==> src/rtl/pueo_scaler_readout.sv <==
// pueo_scaler_readout: snapshots 32 scalers after each PPS and streams them as a 17-word AXI4-Stream frame
// Ports: sysclk_i/rst_n_i clock and async active-low reset; pps_i PPS pulse;
// sys_adr_o/sys_dat_i scaler read port (combinational data); m_t* stream master;
// drop_count_o saturating count of PPS events that produced no frame; busy_o FSM not idle.
module pueo_scaler_readout #(
  parameter int          UPDATE_DELAY = 40,
  parameter logic [15:0] HEADER_TAG   = 16'h5CA1
) (
  input  logic        sysclk_i,
  input  logic        rst_n_i,
  input  logic        pps_i,
  output logic [4:0]  sys_adr_o,
  input  logic [15:0] sys_dat_i,
  output logic [31:0] m_tdata,
  output logic        m_tvalid,
  input  logic        m_tready,
  output logic        m_tlast,
  output logic [15:0] drop_count_o,
  output logic        busy_o
);
  typedef enum logic [1:0] {IDLE, WAIT, CAPTURE, STREAM} state_t;
  state_t state, state_nxt;
  logic [7:0]  cnt;
  logic [4:0]  idx;
  logic [4:0]  wrd;
  logic [3:0]  pair;
  logic [15:0] seq, frame_seq, hdr_seq;
  logic [15:0] shadow [32];
  logic        last_ack, drop;
  assign last_ack = state == STREAM && m_tready && wrd == 5'd16;
  // a PPS coinciding with the final handshake starts the next frame instead of being dropped
  assign drop = pps_i && (state == WAIT || state == CAPTURE || (state == STREAM && !last_ack));
  assign pair = wrd[3:0] - 4'd1;
  always_ff @(posedge sysclk_i or negedge rst_n_i)
    if (!rst_n_i) state <= IDLE;
    else state <= state_nxt;
  always_comb begin
    state_nxt = state;
    m_tvalid  = state == STREAM;
    m_tlast   = state == STREAM && wrd == 5'd16;
    m_tdata   = '0;
    sys_adr_o = state == CAPTURE ? idx : 5'd0;
    busy_o    = state != IDLE;
    case (state)
      IDLE:    state_nxt = pps_i ? WAIT : IDLE;
      // cnt holds (cycle since PPS) - 1, so CAPTURE starts exactly UPDATE_DELAY cycles after PPS
      WAIT:    state_nxt = pps_i ? WAIT : cnt == 8'(UPDATE_DELAY - 2) ? CAPTURE : WAIT;
      CAPTURE: state_nxt = pps_i ? WAIT : idx == 5'd31 ? STREAM : CAPTURE;
      STREAM: begin
        state_nxt = !last_ack ? STREAM : pps_i ? WAIT : IDLE;
        m_tdata   = wrd == 5'd0 ? {HEADER_TAG, hdr_seq} : {shadow[{pair, 1'b1}], shadow[{pair, 1'b0}]};
      end
      default: state_nxt = IDLE;
    endcase
  end
  always_ff @(posedge sysclk_i or negedge rst_n_i)
    if (!rst_n_i) begin
      cnt          <= '0;
      idx          <= '0;
      wrd          <= '0;
      seq          <= '0;
      frame_seq    <= '0;
      hdr_seq      <= '0;
      drop_count_o <= '0;
      for (int i = 0; i < 32; i++) shadow[i] <= '0;
    end else begin
      if (pps_i) begin
        frame_seq <= seq;
        seq       <= seq + 16'd1;
      end
      if (drop && drop_count_o != 16'hFFFF) drop_count_o <= drop_count_o + 16'd1;
      cnt <= pps_i ? 8'd0 : state == WAIT ? cnt + 8'd1 : cnt;
      idx <= state == CAPTURE && !pps_i ? idx + 5'd1 : 5'd0;
      wrd <= state == STREAM ? wrd + 5'(m_tready) : 5'd0;
      if (state == CAPTURE) shadow[idx] <= sys_dat_i;
      // header seq is frozen at stream start so PPS events during STREAM cannot alter the frame
      if (state == CAPTURE && idx == 5'd31) hdr_seq <= frame_seq;
    end
endmodule

==> config.mk <==
export PLATFORM = sky130hd
export DESIGN_NAME = pueo_scaler_readout
export DESIGN_NICKNAME = d
export VERILOG_FILES = /design/src/rtl/pueo_scaler_readout.sv
export SDC_FILE = /design/constraint.sdc
export NUM_CORES = 1
export LEC_CHECK = 0
export CAP_MARGIN = 5
export CORE_MARGIN = 2
export CORE_UTILIZATION = 50
export DETAILED_ROUTE_END_ITERATION = 6
export PLACE_DENSITY_LB_ADDON = 0.15
export SLEW_MARGIN = 10
export SYNTH_ARGS = -nofsm -noshare
export SYNTH_HDL_FRONTEND = slang
export SYNTH_SLANG_ARGS = --single-unit
==> constraint.sdc <==
create_clock -name sysclk_i -period 4.3 [get_ports sysclk_i]
set_clock_uncertainty 0.15 [all_clocks]
set_input_delay 0.86 -clock sysclk_i [delete_from_list [all_inputs] [get_ports sysclk_i]]
set_output_delay 0.86 -clock sysclk_i [all_outputs]
set_load 0.03 [all_outputs]
# Word-level counts from Yosys, hierarchy flattened

Index checks and enable logic that the tools add are counted.

Bits of input ports: 20
Output and inout port bits: 56
Bits in registers: 596
Word-level logic and storage cells: 100

Mux-type cells: 23
Reduce and logical (&&, ||, !) cells: 17
$lt $le $gt $ge: 4
Add/subtract/negate cells: 6
Eq/ne operators: 7
Bitwise operators: 3

Operators with widths:

| kind                                                                 | number |
|---|---|
| 512-bit bitwise mux                                                  | 1 |
| 16-bit binary-select mux with 5-bit select                           | 2 |
| 16-bit demux with 5-bit select                                       | 1 |
| 16-bit 2-to-1 mux                                                    | 5 |
| 32-bit 2-to-1 mux                                                    | 2 |
| 16-bit by 1-bit adder with 16-bit output, second input constant      | 2 |
| 6-bit greater-or-equal comparator, second input constant             | 3 |
| 5-bit NOT with 6-bit output                                          | 3 |
| 8-bit 2-to-1 mux                                                     | 2 |
| 16-bit != test, second input constant                                | 1 |
| 5-bit 2-to-1 mux                                                     | 3 |
| 5-bit == test, second input constant                                 | 2 |
| 1-bit logical AND                                                    | 9 |
| 8-bit by 1-bit adder with 8-bit output, second input constant        | 1 |
| 8-bit by 6-bit == test with 1-bit output, second input constant      | 1 |
| 2-bit 2-to-1 mux                                                     | 4 |
| 2-bit one-hot mux with 4 select lines                                | 1 |
| 6-bit by 1-bit < comparator with 1-bit output, second input constant | 1 |
| 5-bit by 1-bit adder with 5-bit output                               | 1 |
| 5-bit by 1-bit adder with 5-bit output, second input constant        | 1 |
| 5-bit logical NOT                                                    | 1 |
| 2-bit == test, second input constant                                 | 2 |
| 2-bit nonzero test                                                   | 2 |
| 4-bit by 1-bit subtractor with 4-bit output, second input constant   | 1 |
| other kinds (5)                                                      | 8 |

# Logic depth before layout (Yosys ltp)

Depth in word-level cells: 8
Gate-level depth with buffers: 13
Gate-level depth less buffers: 7

# Worst setup path before layout

No wires, ideal clock.

Kind: reg-to-output
Start point: register wrd[0]
End point: output m_tdata[26]
Data arrival time: 2.766 ns
Slack: 0.524 ns
Stages on the path, launching flop included: 12
Path buffers: 6
Cells stage by stage: dfrtp_1 -> buf_6 -> buf_6 -> buf_4 -> inv_1 -> ha_1 -> buf_2 -> buf_4 -> buf_2 -> mux4_2 -> mux2i_1 -> a221oi_1

Word-level cells in the longest chain between the ends: 7
Elaborated cells on any way between the ends: 8

Ends and longest elaborated chain:

| item                                                  | line | source |
|---|---|---|
| start: declaration                                    | 25   | `logic [4:0] wrd;` |
| start signal: assignment                              | 74   | `wrd <= state == STREAM ? wrd + 5'(m_tready) : 5'd0;` |
| 4-bit by 1-bit subtractor with 4-bit output           | 33   | `assign pair = wrd[3:0] - 4'd1;` |
| 5-bit NOT with 6-bit output (implied by the code)     | 51   | `m_tdata = wrd == 5'd0 ? {HEADER_TAG, hdr_seq} : {shadow[{pair, 1'b1}], shadow[{pair, 1'b0}]};` |
| 16-bit binary-select mux with 5-bit select            | 51   |  |
| 16-bit 2-to-1 mux (implied by the code) (2 in series) | 51   |  |
| 32-bit 2-to-1 mux (*)                                 | 51   |  |
| 32-bit 2-to-1 mux (*)                                 | 44   | `case (state)` |
| end: declaration                                      | 14   | `output logic [31:0] m_tdata,` |

Every way passes the cells marked *; elsewhere a longest branch is shown, timed or not. The select of a mux whose other input is x is not followed.

# Final worst setup path

Start point: register wrd[2]
End point: output m_tdata[16]

Same word-level chain as after synthesis.

==> run_results.csv <==
group,metric,value,unit
clocking,clk_latency,0.60,ns
yosys,ys_seq_area_share,54.0,%
route,drtPass1Iterations,5,
setup_path,path_buf_inv,1,
yosys,yosys_warnings,0,
hold_path,worstHoldPathType,"primary input to async pin",
cells_and_area,syn2layout_area_growth,14.1,%
global_route,grt_pass1_vias,16700,
setup_path,critPathMaxStageDelay,0.89,ns
timing,fin_crit_sh,97.0,%
setup_path,critical_path_arrival,3.16,ns
clocking,cts_tree,"done",
timing,hold-worst-slack,0.0793,ns
power,power,12.0,mW
timing,slew_viol_final,0,
power,netSwitchingFraction,22.4,%
die,dieWidth,239,µm
global_route,grt_max_degree,89,
route,wire_per_inst,22.8,µm
global_route,grt_use_total,22.3,%
power,power.internal,9.34,mW
cells_and_area,post-route-util,57.5,%
global_route,antenna_found_initial,1,
die,die-area,0.0572,mm²
timing,setup_ws,0.127,ns
power,seqPwrFrac,48.7,%
timing,worstMarginPinSlew,1.20,ns
timing,setup-violations-final,0,
yosys,synth.net_count,1926,
global_route,grt_pass1_wl,98.2,mm
route,viasPerCell,5.82,
route,drtIter0Drc,1013,
place,dpl.hpwl,40.2,mm
cells_and_area,drive_above_1_share,43.8,%
setup_path,crit_required,3.29,ns
route,ant_nets,0,
power,combPwrFrac,5.0,%
clocking,clk_path_buf_depth,3,
power,pwr-share-clk,46.3,%
setup_path,start_kind,"register",
clocking,clock-sinks,596,
die,pin_count,76,
power,power.switching,2.70,mW
die,rows,86,
setup_path,cp_max_fo,8,
place,io_buffers,75,
setup_path,slowest_stage,"a221oi_1",
place,placed_cells,2584,
die,core_area,0.0549,mm²
route,num_vias,15700,
timing,finalCriticalPeriod,4.17,ns
yosys,syn_area,0.0276,mm²
clocking,numCtsBuffers,66,
setup_path,crit_type,"register to output pin",
timing,rsz0062_at_grt,"true",
yosys,ys_seq_elements,596,
die,die_y,239,µm
clocking,htree_levels,3,
setup_path,crit_path_cell_trace,"nor3_4 -> mux2_2 -> a221oi_1 -> buf_12",
cells_and_area,fin_cells,2703,
cells_and_area,nets,1989,
outcome,outcome,"finished, final reports clean",
job,timing.max_cap.violations,0,
timing,final_hold_viol_count,0,
power,power-per-cell-area,382,mW/mm²
cells_and_area,fillers,4236,
yosys,netlist_instances,1888,
clocking,cts_root_buf,"clkbuf_16",
clocking,clk_pin_slew,0.06,ns
cells_and_area,regArea,0.0149,mm²
route,routed_wl,61.7,mm
clocking,postCtsHoldBufs,0,
yosys,synth_cell_types,53,
setup_path,end_kind,"output pin",
timing,fmax,240,MHz
global_route,grt-ovfl-total,0,
cells_and_area,multi_input_area,0.0120,mm²
place,place.gp.congestion,0.803,
power,p_leak,15.0,nW
timing,slew_headroom,19.6,%
yosys,synth_area_per_cell,14.6,µm²
power,peakVddDrop,0.000238,V
place,place_ws,0.464,ns
route,drc_errors,0,
setup_path,crit_family,"compound AO/OA/AOI/OAI gates",
die,start_util,50.4,%
## state kept, by name, summed over array words and instances (netlist names)
signal and flops:
hdr_seq 16, idx 5, wrd 5, seq 16, frame_seq 16, drop_count_o 16, state 2, cnt 8
shadow 512
## through the flow
step	cell area (µm²)	setup TNS [ns]
floorplan	27600	0
CTS	31500	0
finish	31500	0
global route	31500	-0.0265
detailed placement	29300	0
global placement	29300	0
## layout make-up
cell class                      count  share of cell area [%]
Antenna cell                        1                 0.00793
Clock buffer                      106                    6.50
Clock inverter                      9                   0.313
Inverter                           15                   0.178
Multi-Input combinational cell   1135                    38.0
Sequential cell                   596                    47.3
Tap cell                          704                    2.79
Timing Repair Buffer              137                    4.93
## cell families after synthesis
group	count (synthesis)	share of synthesized area, %
and+or+nand+nor	261	5.30
adders and majority gates	18	0.815
DFF	596	54.0
xor gates and xnor gates	41	1.38
AOI/OAI and AO/OA	109	2.40
muxes	705	33.0
buffers and inverters	158	3.15
## per-layer routing
metal	vias to the layer above	wire [µm]	GRT usage [%]
li1	6959	-	-
met1	8410	28100	31.3
met2	271	30400	36.4
met3	80	2020	3.27
met4	0	1220	6.50
met5	-	0	0
## power by group through the flow
stage | clock (mW) | combinational [mW] | sequential [mW]
after floorplan | 0 | 0.287 | 5.98
after CTS | 5.71 | 0.620 | 5.86
after global placement | 0 | 0.599 | 5.96
after detailed placement | 0 | 0.615 | 5.97
final | 5.57 | 0.606 | 5.86
after global routing | 5.98 | 0.681 | 5.88
## cells in the mapped netlist, drive strengths merged
library cell | n | area share [%]
dfrtp | 596 | 54
mux2 | 549 | 22
nand2 | 130 | 1.8
mux4 | 110 | 9.0
buf | 80 | 2.1
clkbuf | 63 | 0.86
nor2 | 57 | 1.7
a21oi | 50 | 0.92
mux2i | 46 | 1.7
xnor2 | 29 | 0.97
ha | 18 | 0.81
a21o | 16 | 0.43
o22ai | 16 | 0.36
inv | 15 | 0.20
nand3 | 15 | 0.27
nand4 | 13 | 0.29
o21ai | 13 | 0.24
xor2 | 12 | 0.41
nor4 | 10 | 0.28
and3 | 9 | 0.20
a221oi | 7 | 0.22
and2 | 7 | 0.16
nand2b | 4 | 0.091
nand3b | 3 | 0.081
or3 | 3 | 0.068
a211oi | 2 | 0.072
and4 | 2 | 0.063
nor3 | 2 | 0.077
or3b | 2 | 0.063
a21boi | 1 | 0.027
a31oi | 1 | 0.023
a41o | 1 | 0.036
nor3b | 1 | 0.045
nor4b | 1 | 0.032
nor4bb | 1 | 0.036
o211a | 1 | 0.036
o22a | 1 | 0.032
or2 | 1 | 0.023
## worst reg2reg max path, cell delays in order (launching register included)
cell	delay, ns
dfrtp_1	0.40
inv_1	0.11
ha_1	0.53
nand2_2	0.44
nor2_2	0.39
buf_4	0.34
mux2_2	0.39
## worst paths after layout
kind,from,endpoint,slack (ns),depth (start not counted)
worst max-delay path,wrd[2]$_DFF_PN0_,m_tdata[16],0.13,4
worst min-delay path,rst_n_i,cnt[7]$_DFFE_PN0P_,0.08,1
worst max register to register,state[0]$_DFF_PN0_,shadow[91]$_DFFE_PN0P_,1.43,6
worst min register to register,seq[15]$_DFFE_PN0P_,seq[15]$_DFFE_PN0P_,0.33,1
max in group asynchronous,rst_n_i,shadow[137]$_DFFE_PN0P_,2.67,2
min in group sysclk_i,seq[15]$_DFFE_PN0P_,seq[15]$_DFFE_PN0P_,0.33,1
## layout by cell type (no fill, tap or decap), types with 31 or more instances in the layout
master,count
buf_4,57
dfrtp_1,595
nand2_1,125
mux4_2,110
mux2_2,519
buf_12,31
a21oi_1,43
mux2i_1,44
clkdlybuf4s50_1,42
clkbuf_16,73
## what timing repair did
| item | 4_1_cts | 5_1_grt |
|---|---|---|
| gates resized for setup | 9 | 12 |
| setup buffers | 1 | 1 |
| pin swaps | 3 | 2 |
| endpoints found under the setup margin | 19 | 27 |
| gates cloned | 0 | 1 |
Note: power is estimated with default switching activity, not from simulation.
==> RTL edit: new RTL, same flow settings <==
Re-encode `state_t` (4 states) as Gray code, 2 bits wide.
--- a/src/rtl/pueo_scaler_readout.sv
+++ b/src/rtl/pueo_scaler_readout.sv
@@ -18,7 +18,7 @@
   output logic [15:0] drop_count_o,
   output logic        busy_o
 );
-  typedef enum logic [1:0] {IDLE, WAIT, CAPTURE, STREAM} state_t;
+  typedef enum logic [1:0] {IDLE = 2'b00, WAIT = 2'b01, CAPTURE = 2'b11, STREAM = 2'b10} state_t;
   state_t state, state_nxt;
   logic [7:0]  cnt;
   logic [4:0]  idx;
Formal check against the unedited RTL: no difference found for any inputs over 4 cycles, from zero or initial values and one cycle with rst_n_i low; so few cycles prove little.
==> RTL edit against the unedited design <==
Sequential cell count is the same; sequential power grew 2%; total power grew 2.2%; final cell count grew 6.9%; setup slack lost 0.042 ns; routed wire length grew 10%; final area shrank 0.39%; critical path depth grew 4; synthesized area shrank 1.6%; synthesized cell count grew 11%; first-iteration DRC count grew 15%.
==> RTL edit: results (changes against the unedited design) <==
[run_status]
status = finished, final reports clean  ; unchanged

[critical_path]
rr_worst_depth = 7  ; was 6
crit_path_end = m_tdata[3]  ; was m_tdata[16]
r2r-start = wrd[0]$_DFF_PN0_  ; was state[0]$_DFF_PN0_
cp_data_arrival_time_ns = 3.20  ; was 3.16 ns
reg2reg_slack_ns = 1.48  ; was 1.43 ns
rr_endpoint = drop_count_o[1]$_DFFE_PN0P_  ; was shadow[91]$_DFFE_PN0P_

[routing]
met1Wirelength_um = 30780  ; was 28080 um

[placement]
dpl_worst_slack_ns = 0.4393  ; was 0.4644 ns
gp_congestion = 0.8249  ; was 0.8030
place_hpwl_um = 40870  ; was 40170 um

[grt]
grt_pass1_wl_um = 107300  ; was 98240 um
grt_max_degree = 112  ; was 89
track_usage_pct = 24.80  ; was 22.33%
met1_usage_pct = 34.13  ; was 31.29%

[synth]
synthDistinctLibCells = 43  ; was 53
seq_area_frac_synth_pct = 54.84  ; was 53.96%
synth_mux_area_share_pct = 29.14  ; was 33.00%
yosys-top-cells-count = 596 x dfrtp_1, 547 x mux2_2, 271 x nand2_1  ; was 596 x dfrtp_1, 519 x mux2_2, 125 x nand2_1
synth-xor-area-share_pct = 1.504  ; was 1.381%
syn_avg_cell_area_um2 = 12.96  ; was 14.64 um^2
synth_fa_ha_area_share_pct = 0.5981  ; was 0.8148%

[finish]
antennaDiodeCount = 0  ; was 1
layout-drive-gt1-share_pct = 37.85  ; was 43.79%
instances_no_fill = 2889  ; was 2703

[power]
ir_drop_mv = 0.2663  ; was 0.2376 mV

[sta]
worst_slack_ns = 0.08537  ; was 0.1272 ns

==> RTL edit: layout make-up <==
type                            instances  area, um^2
Clock inverter                         14       152.6
Timing Repair Buffer                  144        1699
Tap cell                              696       870.8
Inverter                               10       41.29
Clock buffer                           99        2032
Sequential cell                       596       14920
Fill cell                            4343       22390
Multi-Input combinational cell       1330       11710
==> RTL edit: critical path, delay by kind of cell (launching register included) <==
| kind | cells | cell delay (ns) |
|---|---|---|
| buffers and inverters | 3 | 0.61 |
| and+or+nand+nor | 3 | 0.86 |
| AOI/OAI and AO/OA | 1 | 0.13 |
| adders and majority gates | 1 | 0.53 |
| DFF | 1 | 0.45 |
==> RTL edit: timing repair <==
item	in CTS	in global routing
setup buffers	4	0
pin swaps	0	1
endpoints found under the setup margin	31	15
gates cloned	0	1
hold endpoints to repair	0	0
gates resized for setup	16	7
==> RTL edit: logic make-up (layout without fill, tap and decap cells) <==
kind of cell             count (synthesis)  in the layout
AO/OA/AOI/OAI                           83             83
XOR/XNOR                                45             45
adder cells (fa/ha/maj)                 13             13
buffers and inverters                  173            267
flip-flops                             596            596
multiplexers                           661            661
AND/OR/NAND/NOR                        528            528
==> RTL edit: how the worst min path moves through the flow <==
stage                                            from                          end  slack [ns]  depth (start not counted)
after floorplan                   seq[15]$_DFFE_PN0P_          seq[15]$_DFFE_PN0P_        0.29                          1
after global placement    drop_count_o[9]$_DFFE_PN0P_  drop_count_o[9]$_DFFE_PN0P_        0.33                          1
after detailed placement  drop_count_o[5]$_DFFE_PN0P_  drop_count_o[5]$_DFFE_PN0P_        0.33                          1
after CTS                                     rst_n_i       shadow[73]$_DFFE_PN0P_        0.06                          1
after global routing                          rst_n_i       shadow[73]$_DFFE_PN0P_        0.09                          1
final                                         rst_n_i       shadow[73]$_DFFE_PN0P_        0.08                          1
